## config.mk

```make
export PLATFORM = sky130hd
export DESIGN_NAME = pseudo_spi_rx
export DESIGN_NICKNAME = d
export VERILOG_FILES = /design/src/rtl/pseudo_spi_rx.sv
export SDC_FILE = /design/constraint.sdc
export NUM_CORES = 1
export LEC_CHECK = 0
export ABC_AREA = 1
export BUFFER_PORTS_ARGS = -buffer_cell sky130_fd_sc_hd__buf_2
export CORE_AREA = 2 2 79 81
export CTS_BUF_LIST = sky130_fd_sc_hd__clkbuf_8
export DETAILED_ROUTE_END_ITERATION = 8
export DIE_AREA = 0 0 81 83
export HOLD_SLACK_MARGIN = 0.06
export PLACE_DENSITY = 0.78
export SLEW_MARGIN = 20
export SYNTH_ARGS = -nofsm -noshare
export SYNTH_HDL_FRONTEND = slang
export SYNTH_SLANG_ARGS = --single-unit
```

## constraint.sdc

```tcl
create_clock -name CLK -period 4.25 [get_ports CLK]
set_input_delay 0.425 -clock CLK [delete_from_list [all_inputs] [get_ports CLK]]
set_output_delay 0.425 -clock CLK [all_outputs]
set_load 0.03 [all_outputs]
```

## src/rtl/pseudo_spi_rx.sv

```systemverilog
// -----------------------------------------------------------------------------
// pseudo_spi_rx
// Receive-side partner of the pseudo-SPI transmitter. On a level request (BGN)
// it drives SEL/SCLK1/SCLK2 toward the analog serial chain and shifts SPI_SI
// in MSB-first. Each received byte is written to SRAM through CEN/D_WE/A/PO.
// spi_is_done rises after DATA_LEN bytes and stays high until BGN drops.
//
// Ports:
//   CLK          system clock, rising edge
//   RST          synchronous reset, active-high
//   BGN          level request, held high for the whole transfer
//   ADDR_BGN     first SRAM address written (latched at start)
//   DATA_LEN     number of bytes to receive (latched at start)
//   FREQ_DIV     phase stretch factor minus one (only with the macro below)
//   SPI_SI       serial data from the analog chain
//   SCLK1/SCLK2  non-overlapping two-phase shift clocks
//   SEL          load/select strobe, high for the LOAD phase before each frame
//   CEN          SRAM chip enable, active-low
//   D_WE         SRAM write request, 1 = write
//   A / PO       SRAM address / write data
//   spi_is_done  transfer complete, level
//
// Optional feature macro: PSEUDO_SPI_RX_FREQ_DIV_EN adds the FREQ_DIV input.
// Without it every SCLK phase and LOAD cycle lasts exactly one CLK cycle.
// -----------------------------------------------------------------------------
module pseudo_spi_rx #(
   parameter int MEMORY_ADDR_WIDTH = 9,
   parameter int MEMORY_DATA_WIDTH = 8,
   parameter int RESERVED_DATA_LEN = 8
) (
   input  logic                         CLK,
   input  logic                         RST,
   input  logic                         BGN,
   input  logic [MEMORY_ADDR_WIDTH-1:0] ADDR_BGN,
   input  logic [RESERVED_DATA_LEN-1:0] DATA_LEN,
`ifdef PSEUDO_SPI_RX_FREQ_DIV_EN
   input  logic [1:0]                   FREQ_DIV,
`endif
   input  logic                         SPI_SI,
   output logic                         SCLK1,
   output logic                         SCLK2,
   output logic                         SEL,
   output logic                         CEN,
   output logic                         D_WE,
   output logic [MEMORY_ADDR_WIDTH-1:0] A,
   output logic [MEMORY_DATA_WIDTH-1:0] PO,
   output logic                         spi_is_done
);

   localparam int BIT_W = (MEMORY_DATA_WIDTH > 1) ? $clog2(MEMORY_DATA_WIDTH) : 1;
   localparam logic [BIT_W-1:0] LAST_BIT = BIT_W'(MEMORY_DATA_WIDTH - 1);

   typedef enum logic [2:0] {S_IDLE, S_LOAD, S_SHIFT, S_WRITE, S_DONE} state_t;

   state_t                         r_state, w_state_next;
   logic [1:0]                     r_div, w_div_next;      // stretch counter inside a phase
   logic [1:0]                     r_phase, w_phase_next;  // LOAD: 0..1, SHIFT: ph0..ph3
   logic [BIT_W-1:0]               r_bit, w_bit_next;
   logic [RESERVED_DATA_LEN-1:0]   r_cnt, w_cnt_next;
   logic [RESERVED_DATA_LEN-1:0]   r_len, w_len_next;
   logic [1:0]                     r_fdiv, w_fdiv_next;
   logic [MEMORY_DATA_WIDTH-1:0]   r_shift, w_shift_next;
   logic [MEMORY_ADDR_WIDTH-1:0]   r_addr, w_addr_next;
   logic [MEMORY_DATA_WIDTH-1:0]   r_po, w_po_next;
   logic r_sclk1, r_sclk2, r_sel, r_cen, r_dwe, r_done;
   logic w_sclk1_next, w_sclk2_next, w_sel_next, w_cen_next, w_dwe_next, w_done_next;

   logic [1:0]                     w_fdiv_in;
   logic                           w_tick;
   logic [RESERVED_DATA_LEN-1:0]   w_cnt_inc;

`ifdef PSEUDO_SPI_RX_FREQ_DIV_EN
   assign w_fdiv_in = FREQ_DIV;
`else
   assign w_fdiv_in = 2'd0;
`endif

   // Last CLK cycle of the current (possibly stretched) phase.
   assign w_tick    = (r_div == r_fdiv);
   assign w_cnt_inc = r_cnt + RESERVED_DATA_LEN'(1);

   // State register; outputs are registered alongside it.
   always_ff @(posedge CLK) begin
      if (RST) begin
         r_state <= S_IDLE;
         r_div   <= '0;
         r_phase <= '0;
         r_bit   <= '0;
         r_cnt   <= '0;
         r_len   <= '0;
         r_fdiv  <= '0;
         r_shift <= '0;
         r_addr  <= '0;
         r_po    <= '0;
         r_sclk1 <= 1'b0;
         r_sclk2 <= 1'b0;
         r_sel   <= 1'b0;
         r_cen   <= 1'b1;
         r_dwe   <= 1'b0;
         r_done  <= 1'b0;
      end else begin
         r_state <= w_state_next;
         r_div   <= w_div_next;
         r_phase <= w_phase_next;
         r_bit   <= w_bit_next;
         r_cnt   <= w_cnt_next;
         r_len   <= w_len_next;
         r_fdiv  <= w_fdiv_next;
         r_shift <= w_shift_next;
         r_addr  <= w_addr_next;
         r_po    <= w_po_next;
         r_sclk1 <= w_sclk1_next;
         r_sclk2 <= w_sclk2_next;
         r_sel   <= w_sel_next;
         r_cen   <= w_cen_next;
         r_dwe   <= w_dwe_next;
         r_done  <= w_done_next;
      end
   end

   // Next-state and datapath logic.
   always_comb begin
      w_state_next = r_state;
      w_div_next   = r_div;
      w_phase_next = r_phase;
      w_bit_next   = r_bit;
      w_cnt_next   = r_cnt;
      w_len_next   = r_len;
      w_fdiv_next  = r_fdiv;
      w_shift_next = r_shift;
      w_addr_next  = r_addr;
      w_po_next    = r_po;
      unique case (r_state)
         S_IDLE: begin
            if (BGN) begin
               w_len_next   = DATA_LEN;
               w_fdiv_next  = w_fdiv_in;
               w_addr_next  = ADDR_BGN;
               w_cnt_next   = '0;
               w_div_next   = '0;
               w_phase_next = '0;
               w_bit_next   = '0;
               w_state_next = (DATA_LEN == '0) ? S_DONE : S_LOAD;
            end
         end
         S_LOAD: begin
            if (!BGN) begin
               w_state_next = S_IDLE;
            end else if (w_tick) begin
               w_div_next = '0;
               if (r_phase == 2'd1) begin
                  w_state_next = S_SHIFT;
                  w_phase_next = '0;
                  w_bit_next   = '0;
               end else begin
                  w_phase_next = r_phase + 2'd1;
               end
            end else begin
               w_div_next = r_div + 2'd1;
            end
         end
         S_SHIFT: begin
            if (!BGN) begin
               w_state_next = S_IDLE;
            end else if (w_tick) begin
               w_div_next = '0;
               if (r_phase == 2'd3) begin
                  // Sample on the edge that ends ph3; first sample lands in the MSB.
                  w_shift_next = {r_shift[MEMORY_DATA_WIDTH-2:0], SPI_SI};
                  w_phase_next = '0;
                  if (r_bit == LAST_BIT) begin
                     w_state_next = S_WRITE;
                     w_po_next    = w_shift_next;
                  end else begin
                     w_bit_next = r_bit + BIT_W'(1);
                  end
               end else begin
                  w_phase_next = r_phase + 2'd1;
               end
            end else begin
               w_div_next = r_div + 2'd1;
            end
         end
         S_WRITE: begin
            if (!BGN) begin
               w_state_next = S_IDLE;
            end else begin
               w_addr_next  = r_addr + MEMORY_ADDR_WIDTH'(1);
               w_cnt_next   = w_cnt_inc;
               w_phase_next = '0;
               w_div_next   = '0;
               w_state_next = (w_cnt_inc == r_len) ? S_DONE : S_LOAD;
            end
         end
         S_DONE: begin
            if (!BGN) w_state_next = S_IDLE;
         end
         default: w_state_next = S_IDLE;
      endcase
   end

   // Output decode from the upcoming state so every pin is a flop.
   // done is set on the WRITE->DONE edge, or one cycle into DONE for a
   // zero-length request, and held while DONE continues.
   always_comb begin
      w_sel_next   = (w_state_next == S_LOAD);
      w_sclk1_next = (w_state_next == S_SHIFT) && (w_phase_next == 2'd0);
      w_sclk2_next = (w_state_next == S_SHIFT) && (w_phase_next == 2'd2);
      w_cen_next   = (w_state_next != S_WRITE);
      w_dwe_next   = (w_state_next == S_WRITE);
      w_done_next  = (w_state_next == S_DONE) &&
                     ((r_state == S_WRITE) || (r_state == S_DONE));
   end

   assign SCLK1       = r_sclk1;
   assign SCLK2       = r_sclk2;
   assign SEL         = r_sel;
   assign CEN         = r_cen;
   assign D_WE        = r_dwe;
   assign A           = r_addr;
   assign PO          = r_po;
   assign spi_is_done = r_done;

endmodule

```

# After elaboration in Yosys (flattened, before gate mapping)
# Index checks and enable logic that the tools add are counted.
[word_totals]
ff_bits = 56
in_bits = 21
out_inout_bits = 23
[classes]
addsub = 5
eq_ne = 25
n_mux = 40
n_reduce_logical = 19
[ops]
columns = ["cell", "n"]
rows = [
  ["$mux W3", 20],
  ["$mux W2", 10],
  ["$mux W9", 2],
  ["$ne A2 B2 Y1 const B", 9],
  ["$pmux W9 S2", 1],
  ["$mux W8", 2],
  ["$pmux W8 S2", 1],
  ["$pmux W3 S5", 1],
  ["$eq A3 B2 Y1 const B", 4],
  ["$add A9 B1 Y9 const B", 1],
  ["$eq A3 B3 Y1 const B", 3],
  ["$pmux W3 S3", 1],
  ["$reduce_and A9 Y1", 1],
  ["$add A8 B1 Y8 const B", 1],
  ["$eq A8 B8 Y1", 1],
  ["$logic_not A8 Y1", 1],
  ["$eq A3 B1 Y1 const B", 2],
  ["$pmux W2 S3", 1],
  ["$reduce_and A3 Y1", 2],
  ["$reduce_and A5 Y1", 1],
  ["$add A2 B1 Y2 const B", 2],
  ["$eq A2 B2 Y1 const B", 2],
  ["$logic_not A2 Y1", 2],
  ["$ne A2 B1 Y1 const B", 2],
  ["other kinds (12)", 16],
]

# Depth between registers and ports, before layout
# Gate-level depths: netlist of run 1.
[depth]
word_depth = 8
depth_mapped = 14

# Worst setup path after synthesis of run 1
# Ideal clock, no wire load.
[synth_path]
path_type = "register to register"
startpoint = "register r_addr[0] (netlist: A[0])"
endpoint = "register r_addr[8] (netlist: A[8])"
setup_ps = 129
arrival_time_ps = 1447
required_ps = 4121
slack_ps = 2674
stages_incl_launch_ff = 9
n_path_buf = 0
period_less_slack_ps = 1576
path_cell_list = "dfxtp_1 -> ha_1 -> nand3_1 -> nor2_1 -> nand2_1 -> nor2_1 -> a31oi_1 -> nor2_1 -> a211oi_2"
[synth_between]
elab_chain_cells = 3
[synth_lines]
columns = ["item", "line_no", "source"]
rows = [
  ["start: declaration", "63", "logic [MEMORY_ADDR_WIDTH-1:0] r_addr, w_addr_next;"],
  ["start signal: assignment", "110", "r_addr <= w_addr_next;"],
  ["$add A9 B1 Y9", "188", "w_addr_next = r_addr + MEMORY_ADDR_WIDTH'(1);"],
  ["$mux W9", "185", "if (!BGN) begin"],
  ["$pmux W9 S2", "133", "unique case (r_state)"],
]
# No other way between the ends. The select of a mux whose other input is x is not followed.
# A chain may end at the register's enable or synchronous reset.

# Worst setup path in the final report of run 1
[layout_path]
startpoint = "register r_state[1]"
endpoint = "register r_addr[4] (netlist: A[4])"
[layout_between]
elab_chain_cells = 3
[layout_lines]
columns = ["item", "line_no", "source"]
rows = [
  ["start: declaration", "55", "state_t r_state, w_state_next;"],
  ["start signal: assignment", "102", "r_state <= w_state_next;"],
  ["$eq A3 B2 Y1 or $logic_not A3 Y1 (tied branches)", "133", ""],
  ["$ne A2 B2 Y1 (no line) or $reduce_bool A2 Y1 (tied branches)", "n/a", ""],
  ["$reduce_and A3 Y1 (no line)", "n/a", ""],
]
# Parallel ways exist; a longest one is shown, timed or not.

==> results.toml, run 1 <==
[route]
drt_iter0_markers = 165
firstDrtPassIters = 4
drc = 0
ant_nets = 0
avgViaCountPerCell = 5.162
wl_per_cell_um = 12.30
routed_wl_mm = 6.373
num_vias = 2674

[layout]
diodes = 0
area_growth_pct = 11.92
final_common_cell = "nand2_1"
layout.nets = 472
drive_above_1_share_pct = 15.80
final_cell_mix = "79 x nand2_1, 56 x dfxtp_1, 49 x inv_1, 49 x nor2_1, 43 x buf_2"

[die]
die_x_um = 81
start_util_pct = 48.90
dieArea_mm2 = 0.006723
ios = 44
fp-row-count = 28
fp.coreArea_mm2 = 0.005816
die_y_um = 83

[worst_setup_path]
crit_top_cell = "inv_2"
slowest_stage = "dfxtp_1"
critPathCaptureType = "register"
startpoint_type = "register"
critPathMaxStageDelay_ns = 0.46
worstPathCellList = "nand3_1 -> nand2_1 -> inv_2 -> nor2_4 -> inv_2 -> a21oi_1 -> a221oi_1"
worst-path-buf-inv = 2
cp.arrival_ns = 2.26
critPathRequiredTime_ns = 4.42
worstSetupPathType = "register to register"
crit_family = "simple AND/OR/NAND/NOR gates"
path_max_fanout = 15

[timing]
setup_ws_ns = 2.164
worst_slew_pin_slew_ns = 0.7543
period_share_pct = 49.09
slew_headroom_pct = 49.66
fin_setup_tns_ns = 0
rsz0062_at_grt = "false"
finalSetupViolCount = 0
min_period_ns = 2.086
finalMaxSlewViolations = 0
skew_ns = 0.01031
hold_viol_final = 0
fmax_mhz = 479.3

[cts]
cts-root-buf = "clkbuf_8"
cts_buffers = 5
clkTransAtPathRegs_ns = 0.10
hold_buffers = 0
clockBufferDepth = 2
cts_resized = 0
postCtsSetupBuffers = 0
clock_latency_ns = 0.31
cts_max_level = 2
cts_tree = "done"
clock_sinks = 56

[status]
status = "complete, no violations"

[placed_design]
pre_cts_ws_ns = 2.175
placement.io_buffers = 43
hpwl_mm = 4.747
gp_congestion = 0.8767

[logic_synthesis]
ys_ff_latch = 56
synth_warnings = 0
post_synth.cell_area_avg_um2 = 7.040
netlist_instances = 404
async_flop_share_pct = 0
ys.flop_type = "dfxtp_1"
synth_fp_nets = 434
synth_edf_count = 0
synth_cell_types = 36
synth-seq-area-share_pct = 39.42
synth_area_mm2 = 0.002844

[power]
vdd_drop_max_mv = 0.1963
finalPower_mw = 0.9680
leakage_nw = 1.477
power_density_mw_per_mm2 = 304.1

[min_path]
hold_class = "primary input to register"

[global_route]
grt_start_max_net_pins = 30
grt_pass1_wl_mm = 10.81
grt_pass1_vias = 2463
track_usage_pct = 19.83
met3_usage_pct = 3.587
gr-max-usage-layer = "met2"
use_met2_pct = 33.43
antenna_found_initial = 0
grt_overflow = 0
grt_use_met1_pct = 25.41

[job]
max_cap_violations = 0
-- final cells by class --
type                            instances  area, um2
Fill cell                             607       2633
Multi-Input combinational cell        281       1456
Sequential cell                        56       1121
Timing Repair Buffer                   43      215.2
Inverter                               55      206.4
Tap cell                               75      93.84
Clock buffer                            5      68.82
Clock inverter                          3      21.27
-- registers in the layout, summed over array words and instances, names as in the netlist, 3 cells and up --
name and count:
A 9, PO 8, r_cnt 8, r_len 8
r_shift 7, r_bit 3, r_state 3
-- worst register-to-register path, delay by kind of cell, from the launching register on --
family | cells | cell delay, ns
simple gates | 3 | 0.98
flops | 1 | 0.46
buf+inv | 2 | 0.27
compound gates | 2 | 0.25
-- layer usage --
metal / vias to the layer above / part of all wire, %
met3: 4 / 4.5
met5: - / 0
met2: 63 / 49
li1: 1399 / -
met1: 1208 / 46
met4: 0 / 0.75
-- cells in the mapped netlist (2+ instances only) --
master | n | share of area (%)
xor2_1 | 2 | 0.62
buf_2 | 3 | 0.53
clkbuf_1 | 6 | 0.79
nand2_2 | 2 | 0.44
nand3_1 | 28 | 4.9
nand2_1 | 79 | 10
dfxtp_1 | 56 | 39
o211ai_1 | 2 | 0.53
nor2_4 | 3 | 1.2
o21ai_1 | 3 | 0.53
nor2_2 | 2 | 0.44
o21ai_0 | 41 | 7.2
nand4_1 | 5 | 1.1
a211oi_2 | 2 | 0.88
nor2_1 | 49 | 6.5
ha_1 | 9 | 4.0
inv_1 | 49 | 6.5
a21oi_1 | 32 | 5.6
o211a_1 | 2 | 0.70
a31oi_1 | 3 | 0.66
a221oi_1 | 2 | 0.62
a211oi_1 | 5 | 1.3
inv_2 | 6 | 0.79
-- metrics by stage --
stage	hold slack (ns)	utilization (%)	instance area, um2	cells
after CTS	0.3461	54.73	3183	518
after detailed placement	0.4674	53.18	3093	510
after global routing	0.3523	54.73	3183	518
final	0.3545	54.73	3183	518
after global placement	0.4612	53.18	3093	510
after floorplan	0.4446	-	2844	404
-- cells by family after synthesis --
logic type | count (synthesis) | synth area share [%]
AO/OA/AOI/OAI | 95 | 18.83
XOR/XNOR | 3 | 0.9241
AND/OR/NAND/NOR | 174 | 27.50
flip-flops | 56 | 39.42
adder cells (fa/ha/maj) | 9 | 3.960
buffers and inverters | 67 | 9.371
-- report_power, final --
part,switching [mW],internal (mW)
clock,0.172,0.117
sequential,0.0158,0.543
combinational,0.0788,0.0414
-- worst paths after layout --
check | slack [ns] | from | cells after the start | to
min | 0.35 | ADDR_BGN[0] | 3 | A[0]$_SDFFE_PP0P_
max | 2.16 | r_state[1]$_SDFF_PP0_ | 7 | A[4]$_SDFFE_PP0P_
min reg2reg | 0.48 | PO[6]$_SDFFE_PP0P_ | 2 | PO[6]$_SDFFE_PP0P_
max reg2reg | 2.16 | r_state[1]$_SDFF_PP0_ | 7 | A[4]$_SDFFE_PP0P_
No activity file was read; power rests on OpenSTA's default activity.
==> run 2, diff against run 1 <==
==> constraint.sdc (replaced) <==
create_clock -name CLK -period 2 [get_ports CLK]
set_input_delay 0.2 -clock CLK [delete_from_list [all_inputs] [get_ports CLK]]
set_output_delay 0.2 -clock CLK [all_outputs]
set_load 0.03 [all_outputs]
==> run 2 against run 1 <==
  * Via count is 2.5% higher
  * Largest cell class unchanged
  * Sequential cell count did not move
  * Sequential share of layout area shrank 0.69 points
==> results.toml, run 2 (synthesis results as in run 1) <==
[layout]
multi_input_comb_area_mm2 = 0.001456
drive_above_1_share_pct = 17.52
seqCellArea_mm2 = 0.001122
nFillCells = 561
final_cell_mix = "79 x nand2_1, 55 x dfxtp_1, 49 x inv_1, 49 x nor2_1, 43 x buf_2"
layout.nets = 480
area_growth_pct = 14.30
design_area_mm2 = 0.003251
utilization_pct = 55.89
fin_cells = 526
final_common_cell = "nand2_1"
diodes = 0
largest_reg_flops = 9

[cts]
clock_latency_ns = 0.33
cts_tree = "done"
cts_max_level = 2
clockBufferDepth = 2
clock_sinks = 56
clkTransAtPathRegs_ns = 0.11
cts-root-buf = "clkbuf_8"
cts_buffers = 5
hold_buffers = 0

[die]
start_util_pct = 48.90
fp.coreArea_mm2 = 0.005816
fp-row-count = 28
die_y_um = 83
dieArea_mm2 = 0.006723
ios = 44
die_x_um = 81

[power]
p_switching_mw = 0.6163
power_switching_share_pct = 29.02
vdd_drop_max_mv = 0.4123
clkPwrFrac_pct = 31.4
p_int_mw = 1.507
power_density_mw_per_mm2 = 653.2
leakage_nw = 1.519
p_seq_share_pct = 55.9
combPwrFrac_pct = 12.7
finalPower_mw = 2.123

[placed_design]
gp_congestion = 0.8822
place_inst = 515
pre_cts_ws_ns = 0.2104
placement.io_buffers = 43
hpwl_mm = 4.751
placed_area_mm2 = 0.003131

[timing]
fmax_mhz = 541.6
skew_ns = 0.009269
worst_slew_pin_slew_ns = 0.4296
setup_ws_ns = 0.1537
finalSetupViolCount = 0
period_share_pct = 92.32
hold_viol_final = 0
slew_headroom_pct = 71.09
min_period_ns = 1.846
finalMaxSlewViolations = 0

[worst_setup_path]
critPathCaptureType = "register"
crit_top_cell = "o21ai_0"
r2r_cells = 8
critPathRequiredTime_ns = 2.21
path_max_fanout = 6
slowest_stage = "dfxtp_1"
worst-path-buf-inv = 0
crit_family = "compound AO/OA/AOI/OAI gates"
cp.arrival_ns = 2.06
critPathMaxStageDelay_ns = 0.34
worstSetupPathType = "register to register"
worstPathCellList = "ha_1 -> ha_1 -> o21ai_0 -> o21ai_0 -> nor3_2 -> o21ai_0 -> o21ai_0 -> nor2_1"
cp_num_cells = 8
startpoint_type = "register"

[global_route]
antenna_found_initial = 0
grt_pass1_vias = 2584
track_usage_pct = 20.72
grt_overflow = 0
grt_start_max_net_pins = 30
grt_pass1_wl_mm = 11.13

[job]
max_cap_violations = 0

[route]
routed_wl_mm = 6.575
ant_nets = 0
drt_iter0_markers = 159
firstDrtPassIters = 4
avgViaCountPerCell = 5.209
wl_per_cell_um = 12.50
num_vias = 2740
drc = 0

[min_path]
hold_class = "primary input to register"
hold_depth = 3

[status]
status = "complete, no violations"
-- run 2: timing repair --
action | CTS | global route
buffers inserted | 0 | 3
gates resized for setup | 0 | 1
setup endpoints to repair | 0 | 8
-- run 2: area by class of cell --
cell class                      count  area share (%)
Inverter                           55           6.351
Sequential cell                    56           34.53
Tap cell                           75           2.887
Clock inverter                      3          0.8468
Timing Repair Buffer               51           8.468
Multi-Input combinational cell    281           44.80
Clock buffer                        5           2.117
-- run 2: power groups by stage --
stage / logic [mW] / clock network [mW] / registers (mW)
final: 0.269 / 0.668 / 1.19
after global routing: 0.301 / 0.733 / 1.19
after CTS: 0.264 / 0.680 / 1.19
after detailed placement: 0.263 / 0 / 1.21
after global placement: 0.256 / 0 / 1.21
after floorplan: 0.158 / 0 / 1.24
-- run 2: per-layer routing --
| layer | vias to the layer above | global-route usage [%] | part of all wire, % |
|---|---|---|---|
| met2 | 62 | 34.71 | 49 |
| li1 | 1415 | - | - |
| met4 | 0 | 8.783 | 1.6 |
| met5 | - | 0 | 0 |
| met3 | 10 | 3.913 | 4.2 |
| met1 | 1253 | 25.56 | 46 |
-- run 2: worst paths after layout --
check                             start                    end  slack [ns]
hold / removal              ADDR_BGN[0]      A[0]$_SDFFE_PP0P_        0.10
setup reg to reg  r_bit[0]$_SDFFE_PP0P_  r_bit[1]$_SDFFE_PP0P_        0.15
setup / recovery  r_bit[0]$_SDFFE_PP0P_  r_bit[1]$_SDFFE_PP0P_        0.15
hold reg to reg      PO[4]$_SDFFE_PP0P_     PO[4]$_SDFFE_PP0P_        0.49
-- run 2: per-stage QoR --
stage | hold WS, ns | setup TNS, ns
floorplan | 0.3446 | 0
global placement | 0.4503 | 0
detailed placement | 0.4481 | 0
CTS | 0.1053 | 0
global route | 0.1112 | -0.01368
finish | 0.1008 | 0
-- run 2: worst min-delay path, cell delays in order --
cell	delay [ns]
buf_2	0.08
a211oi_1	0.05
nor2_1	0.07
==> run 3, diff against run 2 <==
==> constraint.sdc (replaced) <==
create_clock -name CLK -period 2.1 [get_ports CLK]
set_input_delay 0.42 -clock CLK [delete_from_list [all_inputs] [get_ports CLK]]
set_output_delay 0.42 -clock CLK [all_outputs]
set_load 0.03 [all_outputs]
==> run 3 against run 2 <==
  * Global-route usage down 0.085 points
  * Via count is 0.33% lower
  * Final area shrank 0.65%
  * Hold slack better by 0.23 ns
  * Die area unchanged
  * Combinational power shrank 6%
  * Critical path type unchanged
  * Critical endpoint unchanged
  * Largest power group unchanged
==> results.toml, run 3 (synthesis results as in run 1) <==
[min_path]
hold_class = "primary input to register"
min_from = "ADDR_BGN[0]"

[timing]
slew_headroom_pct = 69.46
finalSetupViolCount = 0
setup_ws_ns = 0.3289
fmax_mhz = 564.6
skew_ns = 0.006701
rsz0062_at_grt = "false"
fin_setup_tns_ns = 0
worst_slew_pin_slew_ns = 0.4575
hold_viol_final = 0
min_period_ns = 1.771
finalMaxSlewViolations = 0
holdWs_ns = 0.3329
period_share_pct = 84.34

[power]
power_switching_share_pct = 29.21
combPwrFrac_pct = 12.5
clkPwrFrac_pct = 31.9
finalPower_mw = 2.035
p_int_mw = 1.440
vdd_drop_max_mv = 0.3053
power_density_mw_per_mm2 = 630.0
leakage_nw = 1.508
p_seq_share_pct = 55.6
p_switching_mw = 0.5942

[worst_setup_path]
path_max_fanout = 6
cp.arrival_ns = 1.99
crit_family = "compound AO/OA/AOI/OAI gates"
r2r-start = "r_bit[0]$_SDFFE_PP0P_"
critPathRequiredTime_ns = 2.32
worstPathCellList = "ha_1 -> ha_1 -> o21ai_0 -> o21ai_0 -> nor3_2 -> o21ai_0 -> o21ai_0 -> nor2_1"
crit_top_cell = "o21ai_0"
worstSetupPathType = "register to register"
startpoint_type = "register"
worst-path-buf-inv = 0
cp-startpoint = "r_bit[0]$_SDFFE_PP0P_"
critPathMaxStageDelay_ns = 0.34
slowest_stage = "dfxtp_1"
critPathCaptureType = "register"

[placed_design]
placement.io_buffers = 43
hpwl_mm = 4.779
placed_area_mm2 = 0.003131
pre_cts_ws_ns = 0.2899
gp_congestion = 0.8737

[cts]
clock_sinks = 56
cts_tree = "done"
clkTransAtPathRegs_ns = 0.11
cts_buffers = 5
cts_max_level = 2
hold_buffers = 0
clockBufferDepth = 2
cts-root-buf = "clkbuf_8"
clock_latency_ns = 0.32

[route]
drt_iter0_markers = 196
ant_nets = 0
routed_wl_mm = 6.534
drc = 0
num_vias = 2731
avgViaCountPerCell = 5.222
firstDrtPassIters = 4
wl_per_cell_um = 12.49

[layout]
area_growth_pct = 13.55
diodes = 0
design_area_mm2 = 0.003229
layout.nets = 477
largest_reg_flops = 9
final_cell_mix = "79 x nand2_1, 55 x dfxtp_1, 49 x inv_1, 49 x nor2_1, 43 x buf_2"
final_common_cell = "nand2_1"
drive_above_1_share_pct = 16.96

[global_route]
grt_pass1_wl_mm = 11.21
track_usage_pct = 20.64
grt_overflow = 0
antenna_found_initial = 0
grt_pass1_vias = 2561
grt_start_max_net_pins = 25

[die]
start_util_pct = 48.90
die_y_um = 83
fp-row-count = 28
fp.coreArea_mm2 = 0.005816
ios = 44
die_x_um = 81
dieArea_mm2 = 0.006723

[status]
status = "complete, no violations"

[job]
max_cap_violations = 0
[run 3: area by class of cell]
class	instances	area [um2]
Clock buffer	5	68.82
Clock inverter	3	28.78
Fill cell	603	2586
Inverter	55	206.4
Multi-Input combinational cell	281	1456
Sequential cell	56	1122
Tap cell	75	93.84
Timing Repair Buffer	48	252.7
[run 3: path summary, 6_finish.rpt]
kind                            slack [ns]  cells past startpoint                     to
worst min-delay path                  0.33                      3      A[0]$_SDFFE_PP0P_
worst max-delay path                  0.33                      8  r_bit[1]$_SDFFE_PP0P_
worst min register to register        0.49                      2     PO[2]$_SDFFE_PP0P_
worst max register to register        0.33                      8  r_bit[1]$_SDFFE_PP0P_
[run 3: routing by layer]
layer	share of wire (%)	global-route usage, %
met1	45	25.58
met4	1.4	5.239
met5	0	0
met3	4.3	4.674
met2	50	35.61
[run 3: worst reg2reg max path, delay by kind of cell, from the launching register on]
kind / cells / cell delay [ns]
flip-flops: 1 / 0.34
AO/OA/AOI/OAI: 4 / 0.52
AND/OR/NAND/NOR: 2 / 0.40
adder cells (fa/ha/maj): 2 / 0.42
[run 3: per-stage QoR]
step / std cells / utilization [%]
3_3_place_gp: 515 / 53.83
6_report: 523 / 55.53
2_1_floorplan: 404 / -
3_5_place_dp: 515 / 53.83
5_1_grt: 523 / 55.53
4_1_cts: 523 / 55.51
[run 3: power by group through the flow]
stage / registers [mW] / logic, mW / clock network, mW
global route: 1.14 / 0.287 / 0.707
detailed placement: 1.15 / 0.252 / 0
finish: 1.13 / 0.254 / 0.650
floorplan: 1.18 / 0.150 / 0
global placement: 1.15 / 0.245 / 0
CTS: 1.13 / 0.254 / 0.664
[run 3: repair_timing]
action	CTS	global route
buffers inserted	0	0
endpoints found under the setup margin	0	1
gates resized for setup	0	1
